`config.mk`:
```
export PLATFORM = sky130hd
export DESIGN_NAME = spi_txn_scheduler
export DESIGN_NICKNAME = d
export VERILOG_FILES = /design/src/rtl/spi_ctrl_pkg.sv /design/src/rtl/rr_arbiter.sv /design/src/rtl/spi_txn_scheduler.sv
export SDC_FILE = /design/constraint.sdc
export NUM_CORES = 1
export LEC_CHECK = 0
export BUFFER_PORTS_ARGS = -buffer_cell sky130_fd_sc_hd__buf_2
export CORE_UTILIZATION = 53
export CTS_CLUSTER_SIZE = 40
export DETAILED_ROUTE_END_ITERATION = 16
export PLACE_DENSITY = 0.88
export SLEW_MARGIN = 20
export SYNTH_ARGS = -nofsm -noshare
export SYNTH_HDL_FRONTEND = slang
export SYNTH_HIERARCHICAL = 1
export SYNTH_SLANG_ARGS = --single-unit
```
`constraint.sdc`:
```
create_clock -name sys_clock -period 9.4 [get_ports sys_clock]
set_input_delay 1.88 -clock sys_clock [delete_from_list [all_inputs] [get_ports sys_clock]]
set_output_delay 1.88 -clock sys_clock [all_outputs]
set_load 0.02 [all_outputs]
```
`src/rtl/spi_ctrl_pkg.sv`:
```
// Shared definitions for the SPI transaction scheduler: FSM states, word width,
// slave-select codes and a small sizing helper.
package spi_ctrl_pkg;

    localparam int SPI_WORD_W = 18;

    localparam logic CS_SLAVE1 = 1'b0;
    localparam logic CS_SLAVE2 = 1'b1;

    typedef enum logic [2:0] {
        ST_IDLE,
        ST_SETUP,
        ST_START,
        ST_WAIT,
        ST_RESP,
        ST_GAP
    } sched_state_t;

    function automatic int max3(input int a, input int b, input int c);
        int m;
        m = (a > b) ? a : b;
        return (m > c) ? m : c;
    endfunction

endpackage

```
`src/rtl/rr_arbiter.sv`:
```
// Combinational round-robin arbiter: picks the first requesting index at or
// above the pointer, wrapping around, and reports it one-hot and as an index.
module rr_arbiter #(
    parameter  int NUM_REQ = 4,
    localparam int IDX_W   = $clog2(NUM_REQ)
) (
    input  logic [NUM_REQ-1:0] i_req,
    input  logic [IDX_W-1:0]   i_ptr,
    output logic [NUM_REQ-1:0] o_grant,
    output logic [IDX_W-1:0]   o_idx,
    output logic               o_any
);

    always_comb begin
        int   pos;
        logic found;
        pos     = 0;
        found   = 1'b0;
        o_grant = '0;
        o_idx   = '0;
        for (int k = 0; k < NUM_REQ; k++) begin
            pos = int'(i_ptr) + k;
            if (pos >= NUM_REQ) pos = pos - NUM_REQ;
            if (!found && i_req[pos]) begin
                found        = 1'b1;
                o_grant[pos] = 1'b1;
                o_idx        = IDX_W'(pos);
            end
        end
        o_any = found;
    end

endmodule

```
`src/rtl/spi_txn_scheduler.sv`:
```
// Round-robin scheduler sharing one SPI master among NUM_REQ requesters; runs a
// single grant -> setup -> start -> wait -> response -> gap sequence at a time.
module spi_txn_scheduler
    import spi_ctrl_pkg::*;
#(
    parameter  int NUM_REQ        = 4,
    parameter  int DATA_W         = SPI_WORD_W,
    parameter  int SETUP_CYCLES   = 2,
    parameter  int GAP_CYCLES     = 4,
    parameter  int TIMEOUT_CYCLES = 4096,
    localparam int ID_W           = $clog2(NUM_REQ)
) (
    input  logic                      sys_clock,
    input  logic                      reset_n,
    input  logic [NUM_REQ-1:0]        req_valid,
    input  logic [NUM_REQ*DATA_W-1:0] req_data,
    input  logic [NUM_REQ-1:0]        req_slave,
    output logic [NUM_REQ-1:0]        req_ready,
    output logic                      rsp_valid,
    output logic [ID_W-1:0]           rsp_id,
    output logic [DATA_W-1:0]         rsp_data,
    output logic                      rsp_timeout,
    output logic                      busy,
    output logic                      m_tx_enable,
    output logic [DATA_W-1:0]         m_data_in,
    output logic                      m_cs,
    input  logic [DATA_W-1:0]         m_master_out,
    input  logic                      m_rx_valid
);

    localparam int CNT_W = $clog2(max3(TIMEOUT_CYCLES, SETUP_CYCLES, GAP_CYCLES) + 1);
    localparam logic [CNT_W-1:0] SETUP_LAST = CNT_W'(SETUP_CYCLES - 1);
    localparam logic [CNT_W-1:0] TO_LAST    = CNT_W'(TIMEOUT_CYCLES - 1);
    localparam logic [CNT_W-1:0] GAP_LAST   = CNT_W'((GAP_CYCLES > 0) ? GAP_CYCLES - 1 : 0);

    sched_state_t        r_state;
    logic [CNT_W-1:0]    r_cnt;
    logic [ID_W-1:0]     r_ptr;
    logic [ID_W-1:0]     r_id;
    logic [DATA_W-1:0]   r_data;
    logic                r_cs;
    logic                r_tx_en;
    logic                r_rsp_valid;
    logic [ID_W-1:0]     r_rsp_id;
    logic [DATA_W-1:0]   r_rsp_data;
    logic                r_rsp_to;

    logic [NUM_REQ-1:0]  w_grant;
    logic [ID_W-1:0]     w_gidx;
    logic                w_any;
    logic [ID_W-1:0]     w_ptr_next;

    rr_arbiter #(
        .NUM_REQ (NUM_REQ)
    ) u_arb (
        .i_req   (req_valid),
        .i_ptr   (r_ptr),
        .o_grant (w_grant),
        .o_idx   (w_gidx),
        .o_any   (w_any)
    );

    assign w_ptr_next = (w_gidx == ID_W'(NUM_REQ - 1)) ? '0 : w_gidx + ID_W'(1);

    // Grants are only offered while idle; the accept pulse is combinational so
    // the requester sees it in the same cycle it presents valid.
    assign req_ready   = (r_state == ST_IDLE) ? w_grant : '0;
    assign busy        = (r_state != ST_IDLE);
    assign m_tx_enable = r_tx_en;
    assign m_data_in   = r_data;
    assign m_cs        = r_cs;
    assign rsp_valid   = r_rsp_valid;
    assign rsp_id      = r_rsp_id;
    assign rsp_data    = r_rsp_data;
    assign rsp_timeout = r_rsp_to;

    always_ff @(posedge sys_clock or negedge reset_n) begin
        if (!reset_n) begin
            r_state     <= ST_IDLE;
            r_cnt       <= '0;
            r_ptr       <= '0;
            r_id        <= '0;
            r_data      <= '0;
            r_cs        <= CS_SLAVE1;
            r_tx_en     <= 1'b0;
            r_rsp_valid <= 1'b0;
            r_rsp_id    <= '0;
            r_rsp_data  <= '0;
            r_rsp_to    <= 1'b0;
        end else begin
            r_tx_en     <= 1'b0;
            r_rsp_valid <= 1'b0;
            r_rsp_id    <= '0;
            r_rsp_data  <= '0;
            r_rsp_to    <= 1'b0;
            case (r_state)
                ST_IDLE: begin
                    if (w_any) begin
                        r_data  <= req_data[int'(w_gidx)*DATA_W +: DATA_W];
                        r_cs    <= req_slave[w_gidx] ? CS_SLAVE2 : CS_SLAVE1;
                        r_id    <= w_gidx;
                        r_ptr   <= w_ptr_next;
                        r_cnt   <= SETUP_LAST;
                        r_state <= ST_SETUP;
                    end
                end
                ST_SETUP: begin
                    if (r_cnt == '0) begin
                        r_tx_en <= 1'b1;
                        r_state <= ST_START;
                    end else begin
                        r_cnt <= r_cnt - CNT_W'(1);
                    end
                end
                ST_START: begin
                    r_cnt   <= '0;
                    r_state <= ST_WAIT;
                end
                // Received data takes priority over a timeout landing on the same cycle.
                ST_WAIT: begin
                    if (m_rx_valid) begin
                        r_rsp_valid <= 1'b1;
                        r_rsp_id    <= r_id;
                        r_rsp_data  <= m_master_out;
                        r_state     <= ST_RESP;
                    end else if (r_cnt == TO_LAST) begin
                        r_rsp_valid <= 1'b1;
                        r_rsp_id    <= r_id;
                        r_rsp_to    <= 1'b1;
                        r_state     <= ST_RESP;
                    end else begin
                        r_cnt <= r_cnt + CNT_W'(1);
                    end
                end
                ST_RESP: begin
                    if (GAP_CYCLES > 0) begin
                        r_cnt   <= GAP_LAST;
                        r_state <= ST_GAP;
                    end else begin
                        r_state <= ST_IDLE;
                    end
                end
                ST_GAP: begin
                    if (r_cnt == '0) begin
                        r_state <= ST_IDLE;
                    end else begin
                        r_cnt <= r_cnt - CNT_W'(1);
                    end
                end
                default: r_state <= ST_IDLE;
            endcase
        end
    end

endmodule
```
== Yosys cells after proc, flatten, opt, wreduce, memory -nomap -nowiden ==
Index checks and enable logic that the tools add are counted.
W data, S select, Z words.
Cells by class
  eq/ne operators: 14
  reduce and logical (&&, ||, !) cells: 18
  add/sub/neg operators: 10
  mux-type cells: 64
  bitwise operators: 3
  shift operators: 1
  $mul: 1
  magnitude comparators: 13
Operators with widths (number)
  $ge A32 B1 Y1 const B: 4
  $lt A32 B4 Y1 const B: 4
  $mux W32: 4
  $ge A32 B4 Y1 const B: 3
  $sub A32 B4 Y32 const B: 3
  $shiftx A72 B8 Y18: 1
  $pmux W13 S5: 1
  $mux W13: 4
  $mux W18: 2
  $mux W1: 25
  $mux W4: 5
  $pmux W3 S6: 1
  $mux W2: 8
  $mux W3: 5
  $add A13 B1 Y13 const B: 1
  $eq A13 B12 Y1 const B: 1
  $logic_not A13 Y1: 1
  $sub A13 B1 Y13 const B: 1
  $or A4 B4 Y4: 3
  $bmux W1 S2: 5
  $ne A2 B2 Y1 const B: 5
  $demux W1 S2: 4
  $logic_and A1 B1 Y1: 7
  $add A2 B2 Y3 const B: 2
  20 further kinds: 24
Word-level totals
  bits of input ports: 101
  logic and storage cells: 135
  output and inout port bits: 47
  register bits: 62

== Logic depth before layout (Yosys ltp) ==
Gate-level depths: netlist of run 1.
  word-level depth: 18
  gate-level depth with buffers: 13
  depth with buffers taken out: 11

== By module ==
The synthesis of run 1 kept the hierarchy.
Modules (own cells, without submodules)
  spi_txn_scheduler: area each 3374.5 um^2, cells an instance 279, seq. area each 1551.5 um^2, instances 1
  rr_arbiter: area each 460.4 um^2, cells an instance 48, seq. area each 0.0 um^2, instances 1

== Least setup slack after synthesis of run 1 ==
Ideal clock, no wire load.
  path kind: input-to-output
  from: input req_valid[2]
  to: output req_ready[0]
  required time: 7520 ps
  path buffers: 0
  stages: 5
  path slack: 4289 ps
  arrival: 3231 ps
  path through: mux4_1 > nor4b_4 > a22oi_1 > o21ai_0 > and2_1
Between the ends
  word-level cells in the longest chain between the ends: 14
  elaborated cells between the ends (all ways): 29
  classes of those cells: 20 x mux; 3 x bitwise; 6 x reduce/logical
Ends and longest elaborated chain
  from (decl): RTL line spi_txn_scheduler.sv:15  | input logic [NUM_REQ-1:0] req_valid,
  $bmux W1 S2: RTL line rr_arbiter.sv:24  | if (!found && i_req[pos]) begin
  $mux W1 (not written as such) (2 in series): RTL line rr_arbiter.sv:24
  $mux W1: RTL line rr_arbiter.sv:24
  $logic_not A1 Y1: RTL line rr_arbiter.sv:24
  $logic_and A1 B1 Y1: RTL line rr_arbiter.sv:24
  $mux W1: RTL line rr_arbiter.sv:24
  $logic_not A1 Y1: RTL line rr_arbiter.sv:24
  $logic_and A1 B1 Y1: RTL line rr_arbiter.sv:24
  $mux W1: RTL line rr_arbiter.sv:24
  $logic_not A1 Y1: RTL line rr_arbiter.sv:24
  $logic_and A1 B1 Y1: RTL line rr_arbiter.sv:24
  $mux W4 (*): RTL line rr_arbiter.sv:24
  named net w_grant[0]: RTL line spi_txn_scheduler.sv:48  | logic [NUM_REQ-1:0] w_grant;
  $mux W4 (*): RTL line spi_txn_scheduler.sv:67  | assign req_ready = (r_state == ST_IDLE) ? w_grant : '0;
  to (decl): RTL line spi_txn_scheduler.sv:18  | output logic [NUM_REQ-1:0] req_ready,
Mark *: on every way through the listed nets, which the timed path passes. The rest lies on a longest branch. The select of a mux whose other input is x is not followed.

== Final worst setup path of run 1 ==
  from: input req_valid[2]
  to: output req_ready[1]
The elaborated chain is that of the path after synthesis.

==> results by group, run 1 <==
Pwr
  – VDD IR max: ~0.22 mV
  – Static Leakage: approximately 2.5 nW
  – Flop pwr share: roughly 27%
  – Int Power: around 0.00094 W
  – Sw Share: between 40% and 50%
  – Clock share of power: between 10% and 20%
  – Psw: 0.000626 W
  – PwrDens: approximately 320 nW/um2
  – Combinational Power Share: approximately 54%

Synthesis
  – Top_reg_cell synth: dfrtp_1
  – Post-Syn Nets: around 450
  – Mapped cell area: 3830 um2
  – Largest area contributor in the netlist: dfrtp_1
  – Synth Register Bits: just over 60
  – Post-synth EDFFs: 0
  – Post-synthesis sequential area ratio: 40.5%
  – Avg Inst Size Synth: 11.7 um2
  – Share of the synthesized area in the top cell type: between 40 and 50%
  – Ys Warns: 6
  – Async SR Flop Fraction: 100%
  – Distinct cell type count after synthesis: 53
  – Cells after Synth: 327
  – Top post-synthesis cells by area: dfrtp_1 40%, mux4_2 12%, mux2_2 7.3%

Clock network
  – Num CTS Buffers: 9
  – Cts repair resizes: 0
  – H-tree depth: 3
  – Worst-Skew Late Latency: 0.34 ns
  – Root buf cell: clkbuf_8
  – Post-CTS Hold Buffers: 0
  – CTS tree: built
  – Post-CTS Setup Inserts: 0
  – Clock Tree Buf Depth: 2
  – Clock-pin slew on the worst setup and hold paths: 0.07 ns
  – Clock Sinks: 62

Final layout
  – Post-route insts no fill: 569
  – Layout Nets: 592
  – Post-Layout Inst Area: approximately 5000 um2
  – Area growth, synth to finish: 27.1%
  – Ant diodes: 0
  – Storage cell area: 1550 um2
  – # fillers: 466
  – Highest-count cells in the layout ignoring fill and taps: 147 x buf_2, 62 x dfrtp_1, 25 x mux2_2
  – Share of cells above drive strength 1: between 40% and 50%
  – Most common cell after layout, fill and taps aside: buf_2
  – Post-layout util: 70.6%
  – Area of the multi-input gates: 2160 um2

GRT
  – Overall routing resource usage: 31.7%
  – Number of global-route vias before repair: about 3600
  – Overflow left after global routing: 0
  – First-pass GRT wire length: about 18 mm
  – Initial antenna violation count: 0
  – Largest net degree at the start of global routing: 63

Floorplan
  – # IOs: 148
  – DIE HEIGHT: just under 90 um
  – Die ar.: 7580 um2
  – Core Area: 6910 um2
  – Chip Width: just under 90 um
  – Num rows: 30
  – Starting Density: a little under three fifths

Detailed routing
  – Pre-antenna DRT Iters: 5
  – Residual DRC count: 0
  – Iteration-0 DRC Markers: 356
  – Wire per inst: 19.9 um
  – Via Count: 3432
  – Final WL: 11.3 mm
  – DR vias/cell: 6.03
  – DRT antenna net count: 0

Placement
  – DP Area: 4620 um2
  – Final Wtd Congestion: about 0.9
  – Post-DP HPWL: around 7.5 mm
  – Inst Count DP: ~550
  – Port Buffers: roughly 150

Critical path
  – Crit path required time: 7.52 ns
  – WS Path Type: in -> out
  – CP Data Arrival Time: 3.73 ns
  – CP Capture Type: primary output
  – R2r setup slk: 5.40 ns
  – Setup crit end: req_ready[1]
  – Critical R2R Launch: r_ptr[0]
  – Critical Path Fanout Max: 13
  – R2r worst-path depth: 7
  – Nature of the critical path startpoint: input pin
  – Critical R2R Capture: m_data_in[13]
  – Setup crit start: req_valid[2]

STA
  – Worst slew pin tran: 1.16 ns
  – Minimum clock period: between 5 and 6 ns
  – Hold slack: 0.479 ns
  – Setup Skew: 0.0143 ns
  – Final setup viols: 0
  – Setup TNS: 0 ns
  – Final Cycle Share: 59.7%
  – Worst slew margin: 23.0%
  – Max-slew violations: 0
  – Final Hold Vio Count: 0
  – Fmax: 178 MHz
  – RSZ-0062 raised after global routing: no

Run status
  – Status: finished, final reports clean

Run
  – Max-cap violations: 0

Min path
  – Min-delay worst type: reg -> reg
[cell usage after synthesis (all sizes together), types with 2 or more instances]
cell type / n
ha: 22
nor2: 10
nand2: 21
and4: 2
a211o: 4
or3: 2
mux4: 23
xnor2: 4
nand4: 3
nand2b: 2
o211ai: 2
inv: 10
o21a: 3
and2: 7
mux2: 25
a211oi: 3
nand3: 2
nor4: 4
and3: 18
o21ai: 23
nor4b: 2
a21oi: 13
buf: 7
dfrtp: 62
a2111oi: 2
a22oi: 8
xor2: 6
a21o: 5
nor3: 7
clkbuf: 12
[critical path, stage by stage]
cell and delay [ns]:
buf_2 0.12, mux4_1 0.74, nor4b_4 0.46, a22oi_1 0.12, o21ai_0 0.10, and2_1 0.15, buf_2 0.16
[layer usage]
metal	vias up	wire, um	GRT usage, %
met5	-	0	0
met4	0	437	15.9
met3	48	876	8.25
met2	203	5820	55.3
met1	1666	4170	35.7
li1	1515	-	-
[registers in the layout, summed over array words and instances (netlist names), 2 cells and up]
register	count
r_ptr	2
r_state	3
r_cnt	13
m_data_in	18
rsp_id	2
r_id	2
rsp_data	18
[cell type report]
class	instances	area share [%]
multi-input cells	236	44.4
flip-flops and latches	62	31.8
clock buffers	13	3.26
clock inverters	3	1.85
repair buffers	149	15.4
inverters	10	0.770
well taps	96	2.46
[cells by family after synthesis]
family,count (synthesis),share of synthesized area (%)
and+or+nand+nor,84,12.2
AOI/OAI and AO/OA,70,12.5
DFF,62,40.5
muxes,49,21.4
buffers and inverters,29,3.46
adders and majority gates,23,7.70
xor gates and xnor gates,10,2.28
[worst min-delay path by stage]
stage                     cells after the start  slack [ns]    start        end
after floorplan                               1        0.45  r_id[0]  rsp_id[0]
after global placement                        1        0.47  r_id[0]  rsp_id[0]
after detailed placement                      1        0.47  r_id[0]  rsp_id[0]
after CTS                                     1        0.48  r_id[0]  rsp_id[0]
after global routing                          1        0.51  r_id[1]  rsp_id[1]
final                                         1        0.48  r_id[0]  rsp_id[0]
[power by group through the flow]
stage | Combinational [W] | Sequential, W | Clock [W]
2_1_floorplan | 0.000611 | 0.000437 | 0
6_report | 0.000842 | 0.000428 | 0.000293
4_1_cts | 0.000835 | 0.000425 | 0.000295
5_1_grt | 0.000920 | 0.000438 | 0.000307
3_3_place_gp | 0.000787 | 0.000422 | 0
3_5_place_dp | 0.000823 | 0.000428 | 0
[per-stage QoR]
| stage | worst slack [ns] | total power (W) |
|---|---|---|
| after floorplan | 4.29 | 0.00105 |
| after global placement | 3.81 | 0.00121 |
| after detailed placement | 3.80 | 0.00125 |
| after CTS | 3.80 | 0.00156 |
| after global routing | 3.61 | 0.00166 |
| final | 3.79 | 0.00156 |
No activity file was read; power rests on OpenSTA's default activity.
==> inputs of run 2 (changes only) <==
Settings changed: CORE_UTILIZATION 53 to 50, PLACE_DENSITY 0.88 to 0.84.
Clock period 9.4 ns to 5.4 ns, I/O delays scaled along.
==> results by group, run 2 (same netlist as run 1, synthesis figures left out) <==
Final layout
  – Most common cell after layout, fill and taps aside: buf_2
  – Share of cells above drive strength 1: 46.3% (+0.63 points)
  – Post-route insts no fill: 572 (+0.53%)
  – Area of the multi-input gates: 2170 um2 (+0.12%)
  – # fillers: 561 (+20%)
  – Area growth, synth to finish: 26.5%
  – Highest-count cells in the layout ignoring fill and taps: 147 x buf_2, 62 x dfrtp_1, 25 x mux2_2
  – Ant diodes: 0 (unchanged)
  – Layout Nets: 592 (unchanged)
  – Storage cell area: 1550 um2 (unchanged)

Detailed routing
  – DR vias/cell: 5.70 (-5.5%)
  – DRT antenna net count: 0 (unchanged)
  – Wire per inst: 16.6 um (-16%)
  – Residual DRC count: 0 (unchanged)
  – Via Count: 3261 (-5.0%)
  – Iteration-0 DRC Markers: 152 (-57%)
  – Final WL: 9.52 mm (-16%)
  – Pre-antenna DRT Iters: 4 (-1)

GRT
  – Overall routing resource usage: 25.3% (-6.3 points)
  – First-pass GRT wire length: 15.2 mm (-16%)
  – Number of global-route vias before repair: 3215 (-9.8%)
  – Initial antenna violation count: 0 (unchanged)
  – Largest net degree at the start of global routing: 63 (unchanged)
  – Overflow left after global routing: 0 (unchanged)

STA
  – Final setup viols: 0 (unchanged)
  – Setup Skew: 0.00850 ns (-0.00582 ns)
  – Final Hold Vio Count: 0 (unchanged)
  – Worst Setup Slack, final: 1.17 ns (-2.62 ns)
  – RSZ-0062 raised after global routing: no
  – Setup TNS: 0 ns (unchanged)
  – Worst slew pin tran: 1.04 ns (-0.114 ns)
  – Minimum clock period: 4.23 ns
  – Max-slew violations: 0 (unchanged)
  – Final Cycle Share: 78.3%
  – Worst slew margin: 30.5% (+7.6 points)
  – Fmax: 237 MHz

Min path
  – Min-delay worst type: reg -> reg
  – WHS Path Cells: 1 (unchanged)

Clock network
  – Clock Sinks: 62 (unchanged)
  – Cts repair resizes: 0 (unchanged)
  – Clock-pin slew on the worst setup and hold paths: 0.07 ns (about the same)
  – Post-CTS Hold Buffers: 0 (unchanged)
  – H-tree depth: 3 (unchanged)
  – Clock Tree Buf Depth: 2 (unchanged)
  – Worst-Skew Late Latency: 0.34 ns (about the same)
  – Num CTS Buffers: 9 (unchanged)
  – Root buf cell: clkbuf_8
  – CTS tree: built
  – Post-CTS Setup Inserts: 0 (unchanged)

Critical path
  – Nature of the critical path startpoint: register
  – CP Data Arrival Time: 3.15 ns (-0.58 ns)
  – Critical Path Fanout Max: 15 (+2)
  – CP Capture Type: primary output
  – Crit path required time: 4.32 ns (-3.20 ns)
  – WS Path Type: reg -> out
  – R2r worst-path depth: 7 (unchanged)

Pwr
  – VDD IR max: 0.494 mV (+120%)
  – Static Leakage: 2.44 nW (-0.75%)
  – PwrDens: 536 nW/um2 (+67%)

Floorplan
  – Die ar.: 8020 um2 (+5.9%)
  – Starting Density: 52.3% (-3.2 points)
  – # IOs: 148 (unchanged)
  – Num rows: 31 (+3.3%)
  – Core Area: 7330 um2 (+6.1%)
  – DIE HEIGHT: 89.6 um (+2.9%)
  – Chip Width: 89.6 um (+2.9%)

Run
  – Max-cap violations: 0 (unchanged)

Run status
  – Status: finished, final reports clean

Placement
  – Port Buffers: 147 (unchanged)
  – Inst Count DP: 556 (+0.54%)
  – Setup slack at placement: 1.31 ns (-2.49 ns)
  – Final Wtd Congestion: 0.954 (+6.7%)
  – Post-DP HPWL: 7.17 mm (-4.7%)
[run 2: power breakdown]
group          internal [W]  total [W]  switching [W]  leakage (nW)
Combinational      0.000700    0.00141       0.000709          1.52
Clock              0.000261   0.000456       0.000195         0.106
Sequential         0.000594   0.000735       0.000141         0.814
Total               0.00156    0.00260        0.00105          2.44
[run 2: stage by stage]
stage          hold WS (ns)  power, W  instance area, um2  util (%)
2_1_floorplan         0.449   0.00182                3830         -
3_3_place_gp          0.467   0.00208                4630      63.1
3_5_place_dp          0.474   0.00215                4630      63.1
4_1_cts               0.491   0.00261                4850      66.2
5_1_grt               0.506   0.00278                4850      66.2
6_report              0.489   0.00260                4850      66.2
[run 2: path summary, 6_finish.rpt]
kind                       slack, ns      endpoint  startpoint
setup / recovery                1.17  req_ready[1]    r_ptr[0]
hold / removal                  0.49     rsp_id[1]     r_id[1]
setup reg to reg                1.52  m_data_in[4]    r_ptr[0]
hold reg to reg                 0.49     rsp_id[1]     r_id[1]
max in group asynchronous       3.99      r_cnt[1]     reset_n
min in group asynchronous       0.90  m_data_in[7]     reset_n
[run 2: critical path: stages (launching register included)]
cell and delay (ns):
dfrtp_1 0.75, inv_1 0.22, ha_1 0.42, mux4_2 0.44
nor4b_4 0.41, a22oi_1 0.13, o21ai_0 0.13, and2_1 0.16
buf_2 0.16
[run 2: area by class of cell]
| type | instances | share of cell area, % |
|---|---|---|
| clock buffer | 9 | 2.55 |
| clock inverter | 7 | 2.01 |
| inverter | 10 | 0.774 |
| multi-input combinational | 236 | 44.7 |
| sequential | 62 | 32.0 |
| tap | 99 | 2.55 |
| timing repair buffer | 149 | 15.5 |
[run 2: routing by layer]
layer / GRT usage, % / routed length, um / up-vias
met5: 0 / 0 / -
met4: 9.81 / 136 / 0
met3: 6.86 / 570 / 14
li1: - / - / 1515
met2: 44.8 / 4980 / 131
met1: 29.2 / 3830 / 1601
